===== config.mk =====
export PLATFORM = sky130hd
export DESIGN_NAME = period_measure
export DESIGN_NICKNAME = d
export VERILOG_FILES = /design/src/rtl/period_measure.sv
export SDC_FILE = /design/constraint.sdc
export NUM_CORES = 1
export LEC_CHECK = 0
export ABC_AREA = 0
export ABC_CLOCK_PERIOD_IN_PS = 3500
export BUFFER_PORTS_ARGS = -buffer_cell sky130_fd_sc_hd__buf_2
export CORE_MARGIN = 10
export CORE_UTILIZATION = 45
export DETAILED_ROUTE_END_ITERATION = 8
export GPL_ROUTABILITY_DRIVEN = 0
export MAX_ROUTING_LAYER = met4
export PLACE_DENSITY = 0.61
export SLEW_MARGIN = 30
export SYNTH_ARGS = -nofsm -noshare
export SYNTH_HDL_FRONTEND = slang
export SYNTH_SLANG_ARGS = --single-unit

===== constraint.sdc =====
create_clock -name clk -period 3.5 [get_ports clk]
set_input_delay 0 -clock clk [delete_from_list [all_inputs] [get_ports clk]]
set_output_delay 0 -clock clk [all_outputs]
set_load 0.05 [all_outputs]

===== src/rtl/period_measure.sv =====
// Measures the period of asynchronous clk_in in clk cycles; optional averaging via PERIOD_MEASURE_AVG_EN.
// Latency: period_length/period_valid update 1 cycle after the synchronised rise is detected.
// No backpressure: period_valid is a single-cycle strobe, timeout is sticky until the next measurement.
module period_measure #(
  parameter int WIDTH       = 32,
  parameter int SYNC_STAGES = 2,
  parameter int MAX_COUNT   = 1024,
  parameter int AVG_LOG2    = 2
) (
  input  logic             clk,
  input  logic             RST,
  input  logic             PWRDWN,
  input  logic             clk_in,
  output logic [WIDTH-1:0] period_length,
  output logic             period_valid,
  output logic             timeout
);

  typedef enum logic {IDLE, COUNT} state_t;

  localparam logic [WIDTH-1:0] MAX_CNT = WIDTH'(MAX_COUNT);

  state_t                 state_q;
  logic [SYNC_STAGES-1:0] sync_q;
  logic                   hist_q;
  logic [WIDTH-1:0]       cnt_q;
  logic [WIDTH-1:0]       len_q;
  logic                   vld_q;
  logic                   to_q;
  logic                   rise;

  assign rise = sync_q[SYNC_STAGES-1] & ~hist_q;

`ifdef PERIOD_MEASURE_AVG_EN
  localparam int AVG_N = 1 << AVG_LOG2;
  localparam int AW    = WIDTH + AVG_LOG2;

  logic [AW-1:0]     acc_q;
  logic [AW-1:0]     acc_sum;
  logic [AVG_LOG2:0] nmeas_q;

  assign acc_sum = acc_q + AW'(cnt_q);
`endif

  always_ff @(posedge clk) begin
    // Power-down holds the block in its reset state; outputs are masked below.
    if (RST || PWRDWN) begin
      state_q <= IDLE;
      sync_q  <= '0;
      hist_q  <= 1'b0;
      cnt_q   <= '0;
      len_q   <= '0;
      vld_q   <= 1'b0;
      to_q    <= 1'b0;
`ifdef PERIOD_MEASURE_AVG_EN
      acc_q   <= '0;
      nmeas_q <= '0;
`endif
    end else begin
      sync_q <= {sync_q[SYNC_STAGES-2:0], clk_in};
      hist_q <= sync_q[SYNC_STAGES-1];
      vld_q  <= 1'b0;
      case (state_q)
        IDLE: begin
          if (rise) begin
            cnt_q   <= WIDTH'(1);
            state_q <= COUNT;
          end
        end
        COUNT: begin
          // A rise wins over the timeout when both land on MAX_COUNT.
          if (rise) begin
`ifdef PERIOD_MEASURE_AVG_EN
            if (nmeas_q == (AVG_LOG2+1)'(AVG_N - 1)) begin
              len_q   <= WIDTH'(acc_sum >> AVG_LOG2);
              vld_q   <= 1'b1;
              acc_q   <= '0;
              nmeas_q <= '0;
            end else begin
              acc_q   <= acc_sum;
              nmeas_q <= nmeas_q + 1'b1;
            end
`else
            len_q <= cnt_q;
            vld_q <= 1'b1;
`endif
            to_q  <= 1'b0;
            cnt_q <= WIDTH'(1);
          end else if (cnt_q == MAX_CNT) begin
            to_q    <= 1'b1;
            len_q   <= '0;
            cnt_q   <= '0;
            state_q <= IDLE;
`ifdef PERIOD_MEASURE_AVG_EN
            acc_q   <= '0;
            nmeas_q <= '0;
`endif
          end else begin
            cnt_q <= cnt_q + 1'b1;
          end
        end
        default: state_q <= IDLE;
      endcase
    end
  end

  assign period_length = PWRDWN ? {WIDTH{1'bx}} : len_q;
  assign period_valid  = PWRDWN ? 1'bx : vld_q;
  assign timeout       = PWRDWN ? 1'bx : to_q;

endmodule


-- Yosys cells after proc, flatten, opt, wreduce, memory -nomap -nowiden
Cells that the tools add are included.
- add/subtract/negate cells: 1
- equality and inequality tests: 2
- mux-type cells: 15
- bitwise logic cells: 3
- reduce and logical (&&, ||, !) cells: 4
- operators by type and width (kind ; number):
    $mux 32 ; 6
    $pmux 32 s2 ; 1
    $add 32x1->32 const B ; 1
    $eq 32x11->1 const B ; 1
    $mux 1 ; 7
    $ne 2x2->1 const B ; 1
    $not 1->1 ; 2
    $pmux 1 s2 ; 1
    $reduce_and 2->1 ; 1
    $reduce_bool 2->1 ; 1
    $reduce_or 2->1 ; 1
    $and 1x1->1 ; 1
    $logic_or 1x1->1 ; 1
- register bits: 70
- output and inout port bits: 34
- logic and storage cells: 32

-- Logic depth before layout (Yosys ltp)
Gate-level depths: netlist (run 1).
- depth in word-level cells: 4
- gate-level depth with buffers: 9

-- Worst setup path after synthesis (run 1)
Ideal clock, no wire load.
- kind: register to register
- start: reg cnt_q[1]
- end: reg cnt_q[18]
- setup time: 0.087 ns
- arrival: 1.827 ns
- data required time: 3.413 ns
- setup slack: 1.586 ns
- stages on the path, launching flop included: 7
- cells stage by stage: dfxtp_1 ha_1 and4_4 nand4_1 or4_1 or2_0 o31ai_1
- longest elaborated chain between the ends: 4
- elaborated cells on any way between the ends: 5
- those cells by class: add/sub: 1; eq/ne: 1; mux: 3
- ends and longest elaborated chain (item ; line ; RTL):
    start: declaration ; 26 ; logic [WIDTH-1:0] cnt_q;
    start signal: assignment ; 99 ; cnt_q <= cnt_q + 1'b1;
    $add 32x1->32 or $eq 32x11->1 (tied branches) ; 99, 89 ;
    $mux 32 * ; 89 ; end else if (cnt_q == MAX_CNT) begin
    $mux 32 * ; 72 ; if (rise) begin
    $pmux 32 s2 * ; 63 ; case (state_q)
Mark *: on every way between the ends. The rest lies on a longest branch, timed or not.
A chain may end at the register's enable or synchronous reset.

-- Final worst setup path (run 1)
- start: reg cnt_q[0]
- end: reg cnt_q[27]
Same word-level chain as after synthesis.

==> flow_results.org, run 1 <==
** Floorplan
- Row generation in the floorplan step produced 29 rows.
- The region available for standard cell placement spans 0.00639 mm2.
- Total die area :: 0.0102 mm2
- In this run the vertical extent of the chip is 101 um.
- For this configuration, the core starts out at a cell density of 46.4%.
- Number of ports placed on the die boundary :: 38
- The floorplan step set the die width to ~100 um.

** Routing
- Detailed Routing Iterations Pass 1 :: 4
- In the routed layout, each cell is associated on average with a via count of 5.85.
- ANT nets after route :: 0
- Drt wl/cell :: ~17 um
- Detailed routing placed a total of approximately 3.2 mm of wire on met2.
- Met3 Routed Length :: about 390 um
- DRC marker count from the first detailed-route iteration :: 212
- Routed vias :: between 2000 and 3000
- Wires add up to 7.38 mm.
- Number of remaining DRC errors :: 0
- The highest layer touched by signal routing is met4.
- M1 wire length :: between 3 and 4 mm

** Layout
- Final Core Density :: between 50% and 60%
- In the final design database the tool counted 361 nets.
- Signed area change from the synthesized netlist to the final layout :: 13.8%
- After the flow finishes, the layout carries non-filler instances totaling 436.
- Share of layout cells above drive strength 1 :: around 18%
- Filler Cell Count :: 632
- The repair_antennas step left the layout with diodes totalling 0.

** Worst setup path
- The worst setup path is launched from a register.
- Arrival time of the worst setup path :: 2630 ps
- Of all nets on the critical path, the largest fanout is 16.
- Source of the worst register-to-register timing path :: cnt_q[0]
- Worst Setup Path Type :: reg -> reg
- STA classifies the critical path endpoint as a register.
- Required time reported for the critical path endpoint :: 3730 ps
- FF-to-FF setup slack :: between 1000 and 1500 ps
- Launching instance or port of the critical path :: cnt_q[0]

** Synth
- The average instance in the mapped netlist occupies 9.24 um2.
- Post-synth ARST share :: 0%
- Sorting the synthesized cells by how often they occur yields sky130_fd_sc_hd__dfxtp_1 (70), sky130_fd_sc_hd__a22o_1 (32), sky130_fd_sc_hd__a21oi_1 (23).
- Counting every instance in the synthesized netlist gives 321.
- Synth top area share :: 47.3%
- During synthesis, Yosys emitted a total of 0 warnings.
- For this run, the leading register cell type out of synthesis is sky130_fd_sc_hd__dfxtp_1.
- Netlist cell types :: 47
- By instance count, the leading cell after synthesis is sky130_fd_sc_hd__dfxtp_1.
- Number of nets in the synthesized netlist :: 327
- Cell types with the largest area share after synthesis :: sky130_fd_sc_hd__dfxtp_1 (47%), sky130_fd_sc_hd__a22o_1 (9.5%), sky130_fd_sc_hd__a21oi_1 (3.9%)
- Post-synthesis cell area :: roughly 0.0030 mm2
- Sequential share of the synthesized area :: between 40% and 50%
- Number of enable flip-flop cells after synthesis :: 0
- Most area-hungry cell type in the Yosys netlist :: sky130_fd_sc_hd__dfxtp_1
- In this run, synthesis produced a sequential element count of 70.

** STA
- Final hold violation count :: 0
- Unrepaired setup endpoints after global routing :: no
- Max_slew headroom :: a little under half
- In the finished design, the share of the clock period the worst path needs comes to 68.6%.
- Final hold slack :: 411 ps
- Minimum clock period after layout :: 2400 ps
- Timing would allow up to 417 MHz.
- Total negative slack :: 0 ps
- Measured slew at the worst slew-check pin :: 802 ps
- Count of final max-slew check failures :: 0
- Final Skew :: between 4 and 5 ps
- Setup violations remaining at the end of the flow were counted as 0.

** Clock tree
- After clock tree synthesis, the repair step resized 0 gates.
- The tree is rooted in a sky130_fd_sc_hd__clkbuf_8.
- Post-CTS setup repair buffer count :: 0
- Clock tree synthesis found a total of 70 sinks.
- TritonCTS built the clock tree.
- Number of H-tree levels :: 3
- Clock network latency to the later pin of the worst-skew pair :: 330 ps
- Maximum buffer depth of the clock tree :: 2
- Clock buffer count from CTS :: 9
- Register clock-pin slew on the reported worst setup and hold paths :: 70 ps

** Power
- Across the VDD grid, the largest voltage drop is 265 uV.
- In this run switching power makes up 22.1% of total power.
- Power density of the placed cells :: 420 mW/mm2
- Part of the power in registers :: a little under three fifths
- Cell internal power was estimated by the tool at 1.10 mW.
- Summed over all nets, the switching power comes to 313 uW.
- Share of total power in combinational logic :: 2.8%
- Static Leakage :: 1.25 nW
- Of the total power, the clock network draws 40.7%.

** Worst hold path
- Beginning of the worst hold path :: clk_in
- Classification of the worst-slack hold path :: in -> reg

** Global routing
- Wire length of the first global-routing pass :: 12.5 mm
- Number of antenna violations at the first check in global routing :: 0
- Entering global routing, the biggest net connects 39 pins.
- Global routing used 15.3% of the available tracks across all layers.
- The number of global-route vias before repair came to 2431.
- Global routing finished with a remaining overflow of 0.

** Placed design
- Including well taps, the total number of placed cells is 417.
- Buffers placed on the I/O ports in this run total 37.
- Detailed placement HPWL :: 4.93 mm

** Run
- Max Cap Viol :: 0

** Status
- The flow ran to the end, and the final reports show no timing, DRC or antenna violations.
-- layout make-up --
cell class              instances  area (um2)  share of cell area, %
well taps                      77        96.3                   2.86
inverters                      15        56.3                   1.67
multi-input cells             214        1400                   41.4
repair buffers                 45         255                   7.56
clock inverters                 1        5.00                  0.148
flip-flops and latches         70        1400                   41.5
clock buffers                  14         163                   4.82
-- power groups by stage --
stage	Sequential (mW)	Combinational (mW)	Clock, mW
2_1_floorplan	0.819	0.0252	0
3_3_place_gp	0.820	0.0350	0
3_5_place_dp	0.820	0.0361	0
4_1_cts	0.802	0.0400	0.587
5_1_grt	0.802	0.0444	0.621
6_report	0.802	0.0397	0.576
-- timing repair --
item,4_1_cts,5_1_grt
hold buffers,4,0
hold endpoints to repair,2,0
setup endpoints to repair,0,0
-- state kept, by name (all words and copies together), names as in the netlist --
signal   cells
cnt_q       32
hist_q       1
len_q       32
state_q      1
sync_q       2
to_q         1
vld_q        1
-- worst max-delay path, stage by stage, from the launching register on --
cell and delay [ps]:
sky130_fd_sc_hd__dfxtp_1 350, sky130_fd_sc_hd__inv_1 90, sky130_fd_sc_hd__ha_1 150, sky130_fd_sc_hd__nor4b_1 280, sky130_fd_sc_hd__nand4_1 300, sky130_fd_sc_hd__o2111ai_2 750, sky130_fd_sc_hd__nor4_1 140, sky130_fd_sc_hd__o22a_1 220
-- metrics by stage --
| step | setup slack (ps) | area [um2] | total power, mW |
|---|---|---|---|
| 2_1_floorplan | 1590 | 2970 | 0.844 |
| 3_3_place_gp | 1010 | 3170 | 0.855 |
| 3_5_place_dp | 1110 | 3170 | 0.856 |
| 4_1_cts | 1080 | 3370 | 1.43 |
| 5_1_grt | 889 | 3370 | 1.47 |
| 6_report | 1100 | 3370 | 1.42 |
-- layout by cell type (no fill, tap or decap), drive strengths merged, types with 4 or more instances in the layout --
cell type     n
nor3          8
nand2        19
dlygate4sd3   4
o211ai        5
nor2          9
nand4         9
a21oi        23
clkbuf       14
a31oi        16
a22o         32
buf          41
nand3        19
or3           9
o21ai        19
inv          15
dfxtp        70
nor4          9
and3          4
-- cells by family after synthesis --
| group | count (synthesis) | synth area share (%) |
|---|---|---|
| buffers and inverters | 37 | 5.95 |
| multiplexers | 2 | 0.717 |
| AND/OR/NAND/NOR | 101 | 19.6 |
| XOR/XNOR | 2 | 0.591 |
| adder cells (fa/ha/maj) | 2 | 0.844 |
| AO/OA/AOI/OAI | 107 | 25.0 |
| flip-flops | 70 | 47.3 |
-- worst paths after layout --
| check | endpoint | cells past startpoint |
|---|---|---|
| max reg2reg | cnt_q[27] | 7 |
| min reg2reg | sync_q[1] | 1 |
| min | sync_q[0] | 3 |
| max | cnt_q[27] | 7 |
-- metal layers --
layer  track usage [%]  vias up
li1                  -     1282
met1              20.6     1195
met2              21.6       64
met3              3.00       11
met4              6.43        0
met5                 -        -
No activity file was read; power rests on OpenSTA's default activity.
==> inputs of run 2 (changes only) <==
ABC_CLOCK_PERIOD_IN_PS = 2100   (was 3500)
PLACE_DENSITY = 0.63   (was 0.61)
clock period = 2.1 ns   (was 3.5 ns; I/O delays follow)
==> run 2 against run 1 <==
Compared with the run above:
- sequential share of layout area down 3.9 points
- register-to-register slack got worse by 980 ps
- clock power grew 70%
- combinational power increased by 110%
- sequential power up 67%
- total power increased by 69%
- hold slack worse by 300 ps
- critical endpoint is now cnt_q[29]
- largest cell class is now multi-input combinational cells
- highest routed layer unchanged
==> flow_results.org, run 2 (synthesis gave the netlist of run 1 again) <==
** STA
- Final hold violation count :: 0 (unchanged)
- Final count of negative-setup-slack endpoints :: 0 (unchanged)
- The final-layout setup total negative slack is 0 ps (unchanged).
- Unrepaired setup endpoints after global routing :: no
- Final cycle utilization of the critical path :: 94.1% (+25 points)
- Final Worst Setup Slack :: 124 ps (-975 ps)
- Max Fclk :: 506 MHz (+21%)
- Count of final max-slew check failures :: 0 (unchanged)
- Final hold slack :: 106 ps (-304 ps)
- Measured slew at the worst slew-check pin :: 451 ps (-351 ps)
- Minimum clock period after layout :: 1980 ps (-425 ps)
- Max_slew headroom :: 69.7% (+23 points)
- The setup skew after layout came to 10.4 ps (+6.19 ps).

** Layout
- Most used cells in the layout excluding fill and tap cells :: sky130_fd_sc_hd__dfxtp_1 (68), sky130_fd_sc_hd__buf_4 (39), sky130_fd_sc_hd__buf_2 (37), sky130_fd_sc_hd__a22o_1 (32), sky130_fd_sc_hd__a21oi_1 (22)
- Largest registers :: cnt_q (32), len_q (32), sync_q (2)
- The number of fillers in the final layout is 562 (-11%).
- Commonest non-fill, non-tap cell in the layout :: sky130_fd_sc_hd__dfxtp_1
- Signed area change from the synthesized netlist to the final layout :: 25.9%
- The net count of the finished layout was 399 (+11%).
- The ratio of cells with drive above 1 in the final layout was 28.4% (+10 points).
- The filler-free cell count of the finished design is 475 (+8.9%).
- The number of antenna repair diodes is 0 (unchanged).

** Placed design
- The post-placement worst setup slack came to -15.1 ps (-1120 ps).
- Buffers added on ports :: 37 (unchanged)
- The placed wire-length estimate is 5.63 mm (+14%).
- DP Cell Count :: 455 (+9.1%)

** Clock tree
- The clock sink total was 70 (unchanged).
- Number of H-tree levels :: 3 (unchanged)
- Register clock-pin slew on the reported worst setup and hold paths :: 80 ps (about the same)
- Clock network latency to the later pin of the worst-skew pair :: 360 ps (+30 ps)
- TritonCTS built the clock tree.
- CTS placed an instance of sky130_fd_sc_hd__clkbuf_8 at the clock tree root.
- Maximum buffer depth of the clock tree :: 2 (unchanged)
- The number of buffers added by the clock tree synthesis step is 9 (unchanged).

** Routing
- Detailed route wirelength on metal2 :: 3.52 mm (+9.4%)
- The first-iteration detailed-routing DRC count was 166 (-22%).
- The first-pass iteration count of the detailed router is 5 (+1).
- The final wirelength was 7.89 mm (+7.0%).
- Average vias per placed instance :: 5.72 (-2.2%)
- The met3 layer wire length in the routed design was 385 um (-1.0%).
- The detail-routed net length per standard cell is 16.6 um (-1.8%).
- Routed vias :: 2719 (+6.5%)
- Number of remaining DRC errors :: 0 (unchanged)
- The highest layer touched by signal routing is met4.
- ANT nets after route :: 0 (unchanged)
- The wire length on met1 is 3.84 mm (+5.6%).

** Power
- The areal power density over the cells is 641 mW/mm2 (+53%).
- Static Leakage :: 1.48 nW (+19%)
- The worst IR drop on VDD was 450 uV (+70%).

** Worst setup path
- Critical path startpoint category :: register
- The required time of the critical path came to 2400 ps (-1330 ps).
- Arrival time of the worst setup path :: 2280 ps (-350 ps)
- The worst setup path is captured at a register.
- The number of cells traversed by the worst register-to-register path is 9 (+2).
- Worst Setup Path Type :: reg -> reg
- Biggest fanout along the worst timing path :: 16 (unchanged)

** Floorplan
- Total die area :: 0.0102 mm2 (unchanged)
- Initial core utilization :: 46.4% (unchanged)
- The standard cell core area came to 0.00639 mm2 (unchanged).
- Die span in x :: 101 um (unchanged)
- The number of I/O pins was 38 (unchanged).
- The vertical die dimension is 101 um (unchanged).
- The site row count is 29 (unchanged).

** Global routing
- Wire length of the first global-routing pass :: 13.3 mm (+6.4%)
- Number of antenna violations at the first check in global routing :: 0 (unchanged)
- Global Route Usage Sum :: 16.6% (+1.3 points)
- Pin count of the biggest net entering global routing :: 39 (unchanged)
- Number of global-route vias before repair :: 2655 (+9.2%)
- The overflow left after global routing came to 0 (unchanged).

** Status
- The flow ran to the end, and the final reports show no timing, DRC or antenna violations.

** Worst hold path
- In this run the worst hold path is classified as in -> reg.
- The worst hold path cell count is 4 (+1).

** Run
- Max Cap Viol :: 0 (unchanged)
-- run 2: changes by cell type in the layout (fill, tap and decap cells not counted), sizes merged --
| cell | delta |
|---|---|
| inv | +1 |
| dlygate4sd3 | -1 |
| buf | +39 |
| clkinvlp | +1 |
| clkinv | +4 |
| clkbuf | -5 |
-- run 2: path summary, 6_finish.rpt --
kind,slack [ps],startpoint,endpoint
max reg2reg,120,cnt_q[0],cnt_q[29]
min reg2reg,440,sync_q[0],sync_q[1]
max,120,cnt_q[0],cnt_q[29]
min,110,PWRDWN,to_q
-- run 2: metrics by stage --
stage | power (mW) | util, % | cell area (um2)
after floorplan | 1.41 | - | 2970
after global placement | 1.44 | 54.8 | 3500
after detailed placement | 1.44 | 54.8 | 3500
after CTS | 2.41 | 58.1 | 3710
after global routing | 2.48 | 58.5 | 3730
final | 2.39 | 58.5 | 3730
-- run 2: layout make-up --
| type | count | area [um2] | area share (%) |
|---|---|---|---|
| well taps | 77 | 96.3 | 2.58 |
| clock buffers | 9 | 124 | 3.32 |
| clock inverters | 7 | 48.8 | 1.31 |
| repair buffers | 83 | 588 | 15.7 |
| inverters | 15 | 56.3 | 1.51 |
| flip-flops and latches | 70 | 1400 | 37.6 |
| multi-input cells | 214 | 1420 | 38.0 |
-- run 2: per-layer routing --
layer / up-vias / global-route usage, %
met2: 66 / 23.3
met4: 0 / 7.18
met5: - / -
met1: 1283 / 21.5
li1: 1357 / -
met3: 13 / 4.97
-- run 2: power breakdown --
group / leakage [nW] / switching (mW) / total [mW] / internal (mW)
Combinational: 0.825 / 0.0474 / 0.0816 / 0.0342
Clock: 0.0894 / 0.548 / 0.977 / 0.429
Sequential: 0.565 / 0.00492 / 1.34 / 1.33
Total: 1.48 / 0.600 / 2.39 / 1.79
-- run 2: worst max-delay path: stages, from the launching register on --
cell                        delay (ps)
sky130_fd_sc_hd__dfxtp_2           370
sky130_fd_sc_hd__inv_1              70
sky130_fd_sc_hd__ha_1              200
sky130_fd_sc_hd__nor4b_4           130
sky130_fd_sc_hd__nand4_1            90
sky130_fd_sc_hd__buf_4             120
sky130_fd_sc_hd__o2111ai_2         150
sky130_fd_sc_hd__buf_12            180
sky130_fd_sc_hd__or4_1             490
sky130_fd_sc_hd__nand3_1            90
-- run 2: repair_timing --
item | CTS | global route
pin swaps | 0 | 1
setup endpoints to repair | 37 | 56
gates resized for setup | 1 | 5
hold buffers | 3 | 0
hold endpoints to repair | 3 | 0
buffers inserted | 0 | 1
gates cloned | 0 | 0
==> inputs of run 3 (changes only) <==
BUFFER_PORTS_ARGS = -buffer_cell sky130_fd_sc_hd__buf_4   (was -buffer_cell sky130_fd_sc_hd__buf_2)
==> run 3 against run 2 <==
Compared with the run above:
- cell count down 0.21%
- via count up 2.1%
- largest cell class unchanged
- flip-flop and latch count did not move
==> flow_results.org, run 3 (synthesis gave the netlist of run 1 again) <==
** Status
- The flow ran to the end, and the final reports show no timing, DRC or antenna violations.

** Worst hold path
- The worst hold path begins at PWRDWN.
- Worst Hold Endpoint :: to_q
- Hold path cells :: 4 (unchanged)
- Classification of the worst-slack hold path :: in -> reg

** Worst setup path
- Required time reported for the critical path endpoint :: 2360 ps (-40 ps)
- The worst setup path is of the reg -> reg kind.
- Critical R2R Capture :: cnt_q[18]
- The number of cells traversed by the worst register-to-register path is 6 (-3).
- Arrival time of the worst setup path :: 2260 ps (-20 ps)
- The worst reg-to-reg setup slack was 110 ps (-20 ps).
- The highest fanout seen on the critical path came to 6 (-10).
- Source of the worst register-to-register timing path :: cnt_q[1]
- CP endpoint kind :: register
- STA classifies the critical path startpoint as a register.

** Clock tree
- The maximum buffer depth of the clock tree came to 2 (unchanged).
- Register clock-pin slew on the reported worst setup and hold paths :: 80 ps (about the same)
- The number of buffers added by the clock tree synthesis step came to 9 (unchanged).
- Clk sink count :: 70 (unchanged)
- TritonCTS built the clock tree.
- The clock latency of the later-clocked register in the worst-skew pair came to 350 ps (about the same).
- Number of H-tree levels :: 3 (unchanged)
- Cell chosen for the clock root :: sky130_fd_sc_hd__clkbuf_8

** Global routing
- The overflow left after global routing is 0 (unchanged).
- Number of global-route vias before repair :: 2669 (+0.53%)
- The all-layer global routing usage came to 16.2% (-0.40 points).
- The number of antenna violations at the first check in global routing is 0 (unchanged).
- Wire length of the first global-routing pass :: 13.2 mm (-0.88%)
- The maximum number of pins on one net before global-route repair was 39 (unchanged).

** Layout
- The net count of the finished layout is 398 (-0.25%).
- The top cell types in the final layout, fill and taps aside, are sky130_fd_sc_hd__buf_4 (75), sky130_fd_sc_hd__dfxtp_1 (68), sky130_fd_sc_hd__a22o_1 (32), sky130_fd_sc_hd__a21oi_1 (22).
- The number of antenna repair diodes is 0 (unchanged).
- Area taken by multi-input logic gates :: 0.00143 mm2 (+0.53%)
- The area taken by flip-flops and latches was 0.00140 mm2 (unchanged).
- The largest registers in the layout are cnt_q (32), len_q (32), sync_q (2).
- Final Core Density :: 60.5% (+2.0 points)
- Leaving out fill and tap cells, the most frequent cell in the layout is sky130_fd_sc_hd__buf_4.
- Share of layout cells above drive strength 1 :: 28.5% (+0.072 points)
- Signed area change from the synthesized netlist to the final layout :: 30.3%
- Filler Cell Count :: 599 (+6.6%)
- The post-route cell area came to 0.00386 mm2 (+3.5%).

** Routing
- Number of remaining DRC errors :: 0 (unchanged)
- The via density per instance is 5.86 (+2.3%).
- Drt wl/cell :: 16.6 um (+0.21%)
- The final wirelength came to 7.89 mm (unchanged).
- The number of antenna-violating nets in the routed design came to 0 (unchanged).
- The detailed-route via count came to 2777 (+2.1%).
- The first-pass iteration count of the detailed router was 4 (-1).
- The first-iteration detailed-routing DRC count was 149 (-10%).

** STA
- Final hold slack :: 114 ps (+8.40 ps)
- The number of setup violations in the final report came to 0 (unchanged).
- Final cycle utilization of the critical path :: 95.0% (+0.90 points)
- Total negative slack :: 0 ps (unchanged)
- Setup repair after global routing left no endpoint under its margin.
- Final hold violation count :: 0 (unchanged)
- The worst relative slew slack came to 70.9% (+1.2 points).
- Max Fclk :: 501 MHz (-0.95%)
- The final max-slew violation count came to 0 (unchanged).
- Final Skew :: 8.38 ps (-1.97 ps)
- Minimum clock period after layout :: 1990 ps (+19.0 ps)
- Measured slew at the worst slew-check pin :: 433 ps (-17.8 ps)

** Placed design
- The placed wire-length estimate is 5.63 mm (about the same).
- Buffers added on ports :: 37 (unchanged)
- The post-placement cell area is 0.00359 mm2 (+2.4%).

** Power
- The sequential cell fraction of total power was 52.3% (-3.5 points).
- The portion of total power attributed to the clock network was 44.4% (+3.6 points).
- Share of total power in combinational logic :: 3.3% (about the same)
- The leakage power summed over all cells is 1.49 nW (+0.63%).
- The total chip power was 2.55 mW (+6.6%).
- Switching power share of the total :: 22.5% (-2.6 points)
- Peak supply drop :: 436 uV (-3.3%)
- The net switching power is 574 uW (-4.5%).
- The areal power density over the cells is 661 mW/mm2 (+3.0%).
- Internal :: 1.98 mW (+10%)

** Floorplan
- The initial core utilization is 46.4% (unchanged).
- The vertical die dimension was 101 um (unchanged).
- Total die area :: 0.0102 mm2 (unchanged)
- Number of ports placed on the die boundary :: 38 (unchanged)
- Die span in x :: 101 um (unchanged)
- Placement row count :: 29 (unchanged)
- The standard cell core area was 0.00639 mm2 (unchanged).

** Run
- The number of violations of the max-capacitance limit was 0 (unchanged).
## run 3: cell count changes in the layout (fill, tap and decap cells not counted), moves of 2 or more
cell	before	now
sky130_fd_sc_hd__clkbuf_8	9	11
sky130_fd_sc_hd__clkinv_4	2	0
sky130_fd_sc_hd__clkinvlp_4	1	3
sky130_fd_sc_hd__buf_4	39	75
sky130_fd_sc_hd__clkinv_2	3	1
sky130_fd_sc_hd__buf_2	37	0
## run 3: worst max-delay path, cell delays in order (launching register included)
cell and delay (ps):
sky130_fd_sc_hd__dfxtp_2 380, sky130_fd_sc_hd__ha_2 220, sky130_fd_sc_hd__and4_4 250, sky130_fd_sc_hd__nand4_1 160
sky130_fd_sc_hd__or4_4 520, sky130_fd_sc_hd__or2_0 210, sky130_fd_sc_hd__o31ai_1 180
## run 3: how the worst max path moves through the flow
stage	start	to	slack (ps)	cells after the start
2_1_floorplan	cnt_q[1]	cnt_q[18]	190	6
4_1_cts	cnt_q[1]	cnt_q[18]	0.6	6
5_1_grt	cnt_q[1]	cnt_q[18]	10	6
3_3_place_gp	cnt_q[1]	cnt_q[18]	100	6
3_5_place_dp	cnt_q[0]	len_q[8]	-10	9
6_report	cnt_q[1]	cnt_q[18]	110	6
## run 3: metrics by stage
step                      setup slack (ps)  std cells
final                                  105        474
after CTS                            0.616        473
after global placement                 103        454
after floorplan                        186        321
after global routing                  10.6        474
after detailed placement             -10.4        454
## run 3: cell type report
class / count / area share (%)
multi-input combinational: 214 / 36.9
sequential: 70 / 36.3
timing repair buffer: 82 / 17.4
clock buffer: 11 / 3.92
tap: 77 / 2.49
clock inverter: 5 / 1.49
inverter: 15 / 1.46
## run 3: metal layers
layer	up-vias	global-route usage, %	share of wire [%]
li1	1354	-	-
met1	1323	21.1	47
met2	89	23.5	45
met3	11	4.15	6.3
met4	0	6.11	1.5
met5	-	-	0
## run 3: repair_timing
item | 4_1_cts | 5_1_grt
hold buffers | 3 | 0
buffers inserted | 0 | 1
endpoints found under the hold margin | 3 | 0
resized for setup | 2 | 6
pin swaps | 0 | 1
endpoints found under the setup margin | 35 | 55
## run 3: power groups by stage
stage	Sequential (mW)	Clock (mW)	Combinational, mW
after floorplan	1.36	0	0.0420
after global placement	1.37	0	0.0773
after detailed placement	1.37	0	0.0782
after CTS	1.34	1.15	0.0829
after global routing	1.34	1.20	0.0916
final	1.34	1.13	0.0841
